$ cat src/rtl/complex_alu_seq.sv
// Complex add/sub/mul sequencer driving one shared scalar alu.
// The alu is registered with 1-cycle latency, so each result is captured two
// edges after its issue cycle begins. Multiply partial products are combined
// in the DONE state.
module complex_alu_seq #(
  parameter int W  = 5,
  parameter int OW = 2 * W
) (
  input  logic          clk,
  input  logic          reset,
  input  logic          start,
  input  logic [1:0]    cop,
  input  logic [W-1:0]  a_re,
  input  logic [W-1:0]  a_im,
  input  logic [W-1:0]  b_re,
  input  logic [W-1:0]  b_im,
  output logic          busy,
  output logic          done,
  output logic          err,
  output logic [OW-1:0] res_re,
  output logic [OW-1:0] res_im,
  output logic [W-1:0]  alu_op1,
  output logic [W-1:0]  alu_op2,
  output logic [1:0]    alu_opcode,
  input  logic [OW-1:0] alu_out,
  input  logic          alu_valid
);

  typedef enum logic [1:0] {S_IDLE, S_ISSUE, S_DRAIN, S_DONE} state_t;

  localparam logic [1:0] COP_NOP = 2'b00;
  localparam logic [1:0] COP_MUL = 2'b11;

  state_t               state_q, state_d;
  logic [1:0]           idx_q, idx_d;
  logic [1:0]           cop_q, cop_d;
  logic [W-1:0]         a_re_q, a_re_d, a_im_q, a_im_d;
  logic [W-1:0]         b_re_q, b_re_d, b_im_q, b_im_d;
  // iss_q/iss_idx_q mark what the alu sampled at the previous edge, so the
  // matching result is on alu_out during the current cycle.
  logic                 iss_q, iss_d;
  logic [1:0]           iss_idx_q, iss_idx_d;
  logic [3:0][OW-1:0]   p_q, p_d;
  logic                 err_acc_q, err_acc_d;
  logic                 err_q, err_d;
  logic                 busy_q, busy_d;
  logic                 done_q, done_d;
  logic [OW-1:0]        res_re_q, res_re_d, res_im_q, res_im_d;
  logic [1:0]           last_idx;

  assign busy   = busy_q;
  assign done   = done_q;
  assign err    = err_q;
  assign res_re = res_re_q;
  assign res_im = res_im_q;

  // Mul needs four scalar issues, add/sub two.
  assign last_idx = (cop_q == COP_MUL) ? 2'd3 : 2'd1;

  // Next-state, alu drive, result capture and final combination.
  always_comb begin
    state_d    = state_q;
    idx_d      = idx_q;
    cop_d      = cop_q;
    a_re_d     = a_re_q;
    a_im_d     = a_im_q;
    b_re_d     = b_re_q;
    b_im_d     = b_im_q;
    iss_d      = (state_q == S_ISSUE);
    iss_idx_d  = idx_q;
    p_d        = p_q;
    err_acc_d  = err_acc_q;
    err_d      = err_q;
    busy_d     = busy_q;
    done_d     = 1'b0;
    res_re_d   = res_re_q;
    res_im_d   = res_im_q;
    alu_op1    = '0;
    alu_op2    = '0;
    alu_opcode = COP_NOP;

    if (iss_q) begin
      p_d[iss_idx_q] = alu_out;
      err_acc_d      = err_acc_q | ~alu_valid;
    end

    case (state_q)
      S_IDLE: begin
        if (start && cop != COP_NOP) begin
          cop_d     = cop;
          a_re_d    = a_re;
          a_im_d    = a_im;
          b_re_d    = b_re;
          b_im_d    = b_im;
          idx_d     = 2'd0;
          busy_d    = 1'b1;
          err_d     = 1'b0;
          err_acc_d = 1'b0;
          state_d   = S_ISSUE;
        end
      end
      S_ISSUE: begin
        // The opcode equals the complex op code; mul uses cross terms at idx 2/3.
        alu_opcode = cop_q;
        case (idx_q)
          2'd0:    begin alu_op1 = a_re_q; alu_op2 = b_re_q; end
          2'd1:    begin alu_op1 = a_im_q; alu_op2 = b_im_q; end
          2'd2:    begin alu_op1 = a_re_q; alu_op2 = b_im_q; end
          default: begin alu_op1 = a_im_q; alu_op2 = b_re_q; end
        endcase
        if (idx_q == last_idx) begin
          idx_d   = 2'd0;
          state_d = S_DRAIN;
        end else begin
          idx_d = idx_q + 2'd1;
        end
      end
      S_DRAIN: begin
        state_d = S_DONE;
      end
      default: begin
        if (cop_q == COP_MUL) begin
          res_re_d = p_q[0] - p_q[1];
          res_im_d = p_q[2] + p_q[3];
        end else begin
          res_re_d = p_q[0];
          res_im_d = p_q[1];
        end
        err_d   = err_acc_q;
        done_d  = 1'b1;
        busy_d  = 1'b0;
        state_d = S_IDLE;
      end
    endcase
  end

  // State register; reset abandons any operation in flight.
  always_ff @(posedge clk or posedge reset) begin
    if (reset) begin
      state_q   <= S_IDLE;
      idx_q     <= '0;
      cop_q     <= '0;
      a_re_q    <= '0;
      a_im_q    <= '0;
      b_re_q    <= '0;
      b_im_q    <= '0;
      iss_q     <= 1'b0;
      iss_idx_q <= '0;
      p_q       <= '0;
      err_acc_q <= 1'b0;
      err_q     <= 1'b0;
      busy_q    <= 1'b0;
      done_q    <= 1'b0;
      res_re_q  <= '0;
      res_im_q  <= '0;
    end else begin
      state_q   <= state_d;
      idx_q     <= idx_d;
      cop_q     <= cop_d;
      a_re_q    <= a_re_d;
      a_im_q    <= a_im_d;
      b_re_q    <= b_re_d;
      b_im_q    <= b_im_d;
      iss_q     <= iss_d;
      iss_idx_q <= iss_idx_d;
      p_q       <= p_d;
      err_acc_q <= err_acc_d;
      err_q     <= err_d;
      busy_q    <= busy_d;
      done_q    <= done_d;
      res_re_q  <= res_re_d;
      res_im_q  <= res_im_d;
    end
  end

endmodule
$ cat config.mk
export PLATFORM = sky130hd
export DESIGN_NAME = complex_alu_seq
export DESIGN_NICKNAME = d
export VERILOG_FILES = /design/src/rtl/complex_alu_seq.sv
export SDC_FILE = /design/constraint.sdc
export NUM_CORES = 1
export LEC_CHECK = 0
export ABC_AREA = 1
export BUFFER_PORTS_ARGS = -buffer_cell sky130_fd_sc_hd__clkbuf_2
export CELL_PAD_IN_SITES_DETAIL_PLACEMENT = 1
export CELL_PAD_IN_SITES_GLOBAL_PLACEMENT = 2
export CORE_MARGIN = 4
export CORE_UTILIZATION = 36
export CTS_BUF_LIST = sky130_fd_sc_hd__clkbuf_8
export DETAILED_ROUTE_END_ITERATION = 8
export PLACE_DENSITY = 0.9
export SLEW_MARGIN = 20
export SYNTH_ARGS = -nofsm -noshare
export SYNTH_HDL_FRONTEND = slang
export SYNTH_SLANG_ARGS = --single-unit
$ cat constraint.sdc
create_clock -name clk -period 3.5 [get_ports clk]
set_clock_uncertainty 0.1 [all_clocks]
set_input_delay 0 -clock clk [delete_from_list [all_inputs] [get_ports clk]]
set_output_delay 0 -clock clk [all_outputs]
set_load 0.05 [all_outputs]
# --- Word level (Yosys, flattened, before mapping) ---
# Cells that the tools add are included.
totals:
  regBits: 93
  out_inout_bits: 35
  wordCells: 74
classes:
  n_addsub: 3
  magnitude_cmp: 2
  n_eq_ne: 8
  n_mux: 25
  n_bitwise: 3
  n_reduce_logical: 14
ops:
  columns: ["operator", "n"]
  rows:
  - ["40-bit bitwise mux", 1]
  - ["10-bit two-way mux", 3]
  - ["10-bit demux with 2-bit select", 1]
  - ["5-bit two-way mux", 4]
  - ["2-bit two-way mux", 6]
  - ["10-bit adder", 1]
  - ["10-bit subtractor", 1]
  - ["2-bit AND reduction", 4]
  - ["2-bit equality test (second input constant)", 3]
  - ["1-bit two-way mux", 6]
  - ["2-bit case mux with 3 select lines", 1]
  - ["2-bit OR reduction", 3]
  - ["2-bit by 1-bit equality test with 1-bit output (second input constant)", 2]
  - ["2-bit zero test", 2]
  - ["1-bit case mux with 2 select lines", 2]
  - ["2-bit case mux with 2 select lines", 1]
  - ["2-bit nonzero test", 2]
  - ["2-bit by 3-bit < comparator with 1-bit output (second input constant)", 1]
  - ["3-bit OR reduction", 1]
  - ["2-bit by 1-bit adder with 2-bit output (second input constant)", 1]
  - ["2-bit equality test", 1]
  - ["2-bit by 1-bit >= comparator with 1-bit output (second input constant)", 1]
  - ["1-bit logical AND", 2]
  - ["2-bit by 1-bit != test with 1-bit output (second input constant)", 1]
  - ["3 further kinds", 4]

# --- Logic depth before layout (Yosys ltp) ---
depth:
  depth_word: 5
  ltp_mapped: 12
  depth_no_buf: 12

# --- Least setup slack after synthesis ---
# Ideal clock, no wire load.
synth_timing:
  path_kind: "register to output"
  from: "reg state_q[1]"
  to: "out alu_op1[0]"
  arrival_time_ns: 1.695
  path_slack_ns: 1.705
  stages_incl_launch_ff: 6
  cell_sequence: "dfrtp_1 -> inv_1 -> ha_1 -> clkbuf_1 -> o21ai_0 -> nor2_1"
synth_via:
  elab_chain_cells: 2
synth_lines:
  columns: ["element", "line", "text"]
  rows:
  - ["start: declaration", "34", "state_t state_q, state_d;"]
  - ["start signal: assignment", "157", "state_q <= state_d;"]
  - ["2-bit by 1-bit equality test with 1-bit output", null, null]
  - ["net iss_d", "41", "logic iss_q, iss_d;"]
  - ["5-bit two-way mux", "87", "case (state_q)"]
  - ["end: declaration", "22", "output logic [W-1:0] alu_op1,"]
# The timed path passes the listed nets, and every way through them passes these cells.

# --- Worst setup path after layout ---
layout_timing:
  from: "reg idx_q[0]"
  to: "out alu_op1[3]"
layout_via:
  elab_chain_cells: 4
  word_cells_on_any_way: 5
  classes_between: "1 x eq/ne; 2 x mux; 2 x reduce/logical"
layout_lines:
  columns: ["element", "line", "text"]
  rows:
  - ["start: declaration", "35", "logic [1:0] idx_q, idx_d;"]
  - ["start signal: assignment", "158", "idx_q <= idx_d;"]
  - ["2-bit equality test / 2-bit zero test (equally long branches)", "105", "case (idx_q)"]
  - ["2-bit OR reduction (no source line) (*)", null, null]
  - ["5-bit two-way mux (*)", "105", null]
  - ["5-bit two-way mux (*)", "87", null]
# Every way passes the cells marked *; elsewhere a longest branch is shown, timed or not.

==> out/metrics.cfg <==
[cells_and_area]
nets=728
drive_gt1_frac=0.179
area_growth_pct=21.1
finalNonFillerCells=848

[sta]
relSlewSlack=0.360
rsz0062_at_grt=no
maxSlewViolCount=0
hold_viol_final=0
period_share=0.664
layout_min_cycle_time_ps=2320
final.setup.tns_ps=0
clock.fmax_mhz=430
finalWorstSetupSlack_ps=1180
finalSetupViolCount=0
worst_pin_slew_ps=959

[critical_path]
arrival_ps=2220
worstSetupStartpointType=flop
crit_chain=inv_1 > ha_1 > nor2_1 > inv_1 > nor2_1 > nor2_1 > clkbuf_2
worstSetupEndpointType=output pin
crit_fanout=6
cpPeakStageDelay_ps=400
cp_slowest_cell=nor2_1
crit_type=flop to output pin
crit_top_cell=nor2_1
required_ps=3400

[global_routing]
grt.total_usage=0.184
antenna_found_initial=0
grt_pass1_vias=4412
grt_overflow=0
grt_start_max_net_pins=65
grt_pass1_wl_um=22200

[synthesis]
yosys.area_share.simple=0.201
synthCells=566
synth_compound_area_frac=0.108
muxShareOfSynthArea=0.0641
synth-adder-area-share=0.0701
avgSynthCellArea_um2=8.58
yosysTopAreaCell=dfrtp_1
synth_top_family_by_area=simple AND/OR/NAND/NOR gates
yosysSeqAreaShare=0.479
synth_area_um2=4860
synthTopCellsByArea=dfrtp_1, nand2_1, ha_1
synth-xor-area-share=0.0126
ys_types=32
yosys_warnings=0
synth-seq-cells=93
syn-num-nets=628
synth_top_area_frac=0.479

[die]
rows=42
coreArea_um2=13200
die_w_um=124
die_height_um=124
start_util=0.367
die-area_um2=15400
io_pins=71

[clock_network]
cts_made_buffers=9
cts_buffer_depth=2
cts_tree=yes
clk_pin_slew_ps=100
htreeDepth=3
clock_latency_ps=380
ctsResizeCount=0
cts.sinks=93
cts-root-buf=clkbuf_8

[drt]
via_count=4092
first_pass_iters=4
wl_per_cell_um=15.4
viasPerCell=4.83
drc=0
drt-total-wl_um=13100
drtAntennaViolNets=0
drt-initial-drc-count=205

[flow_run]
cap_violations=0

[place]
gp_congestion=0.823
port_buffers=70
preCtsSetupSlack_ps=1330
placed_cells=797
hpwl_um=9420

[power]
p_total_w=0.00616
switching_share=0.508
power_frac_seq=0.313
power_density_nw_per_um2=1050
vdd_drop_max_uv=463
switching_power_w=0.00313
pwr-share-clk=0.113
intPower_w=0.00303
power_leakage_nw=3.05
power_frac_comb=0.574

[min_path]
holdCritPathClass=input pin to flop

[run_status]
outcome=completed

worst paths after layout:
kind	start	endpoint	slack [ps]	cells after the start
max in group asynchronous	reset	res_im[9]	2340	4
min	start	err	70	5
min reg2reg	idx_q[0]	iss_idx_q[0]	330	0
min in group asynchronous	reset	res_im[7]	230	3
max reg2reg	state_q[0]	res_im[3]	1310	4
max	idx_q[0]	alu_op1[3]	1180	7
power by group through the flow:
stage	registers (W)	clock network [W]	logic, W
after CTS	0.00193	0.000719	0.00357
after global routing	0.00200	0.000762	0.00399
after detailed placement	0.00195	0	0.00351
after floorplan	0.00228	0	0.00232
final	0.00193	0.000696	0.00354
after global placement	0.00192	0	0.00335
critical path, delay by kind of cell, from the launching register on:
| family | cells | cell delay [ps] |
|---|---|---|
| buffers and inverters | 3 | 570 |
| DFF | 1 | 390 |
| adders and majority gates | 1 | 210 |
| and+or+nand+nor | 3 | 680 |
layer usage:
metal  wire length, um  GRT usage  vias to the layer above
met5                 0          0                        -
met4               174     0.0513                        0
met3               371     0.0327                       13
met2              6540      0.310                       56
met1              5980      0.242                     2003
li1                  -          -                     2020
synthesized netlist by cell type:
cell type	count
nand3b_1	2
nand4_1	2
nand2_2	2
o22ai_1	1
o21ai_2	1
or2_1	1
o21ai_0	59
nor3_2	1
nand3_1	26
ha_1	24
o21a_2	1
mux2_2	5
xor2_1	5
clkbuf_1	13
o21ai_1	3
xnor2_1	2
inv_1	55
o31ai_1	1
dfrtp_1	93
a21oi_1	32
buf_6	1
clkinv_1	1
fa_1	2
nand2_1	143
o21a_1	2
buf_2	3
or2_2	1
mux2_4	17
a21o_1	1
nand2_4	1
buf_8	2
nor2_1	63
layout make-up:
| type | count | area, um^2 |
|---|---|---|
| antenna | 1 | 2.50 |
| clock buffer | 9 | 124 |
| clock inverter | 7 | 58.8 |
| fill | 1611 | 7360 |
| inverter | 56 | 213 |
| multi-input combinational | 398 | 2210 |
| sequential | 93 | 2330 |
| tap | 176 | 220 |
| timing repair buffer | 108 | 721 |
cells by family (layout without fill, tap and decap cells):
logic type / Yosys count / after routing
simple gates: 242 / 242
xor+xnor: 7 / 7
fa+ha+maj: 26 / 26
compound gates: 101 / 101
mux: 22 / 22
flops: 93 / 93
buf+inv: 75 / 180
other cells: 0 / 1
stage by stage:
step / hold WS, ps / instance area [um^2] / util
after global placement: 133 / 5350 / 0.404
after global routing: 87.2 / 5880 / 0.444
after detailed placement: 136 / 5350 / 0.404
after CTS: 55.8 / 5880 / 0.444
final: 70.9 / 5880 / 0.444
after floorplan: 48.5 / 4860 / -
timing repair:
item	4_1_cts	5_1_grt
hold buffers	34	0
setup buffers	0	0
endpoints found under the hold margin	125	0
registers in the layout, summed over array words and instances, names as in the netlist:
name       count
iss_idx_q      2
res_re        10
idx_q          2
err_acc_q      1
err            1
state_q        2
done           1
b_re_q         5
a_re_q         5
res_im        10
p_q           40
busy           1
a_im_q         5
iss_q          1
b_im_q         5
cop_q          2
placed cells by master (no fill, tap or decap), types with 2 or more instances in the layout:
cell type / n
clkbuf_2: 70
dfrtp_1: 93
o21a_1: 2
nand4_1: 2
nand3_1: 26
nor2_1: 63
ha_1: 24
nand2_1: 143
mux2_2: 5
nand3b_1: 2
a21oi_1: 32
xor2_1: 5
inv_1: 54
mux2_4: 17
buf_4: 4
o21ai_0: 59
dlygate4sd3_1: 34
nand2_2: 2
o21ai_1: 3
clkbuf_8: 9
xnor2_1: 2
fa_1: 2
clkinv_4: 3
Note: power is estimated with default switching activity, not from simulation.
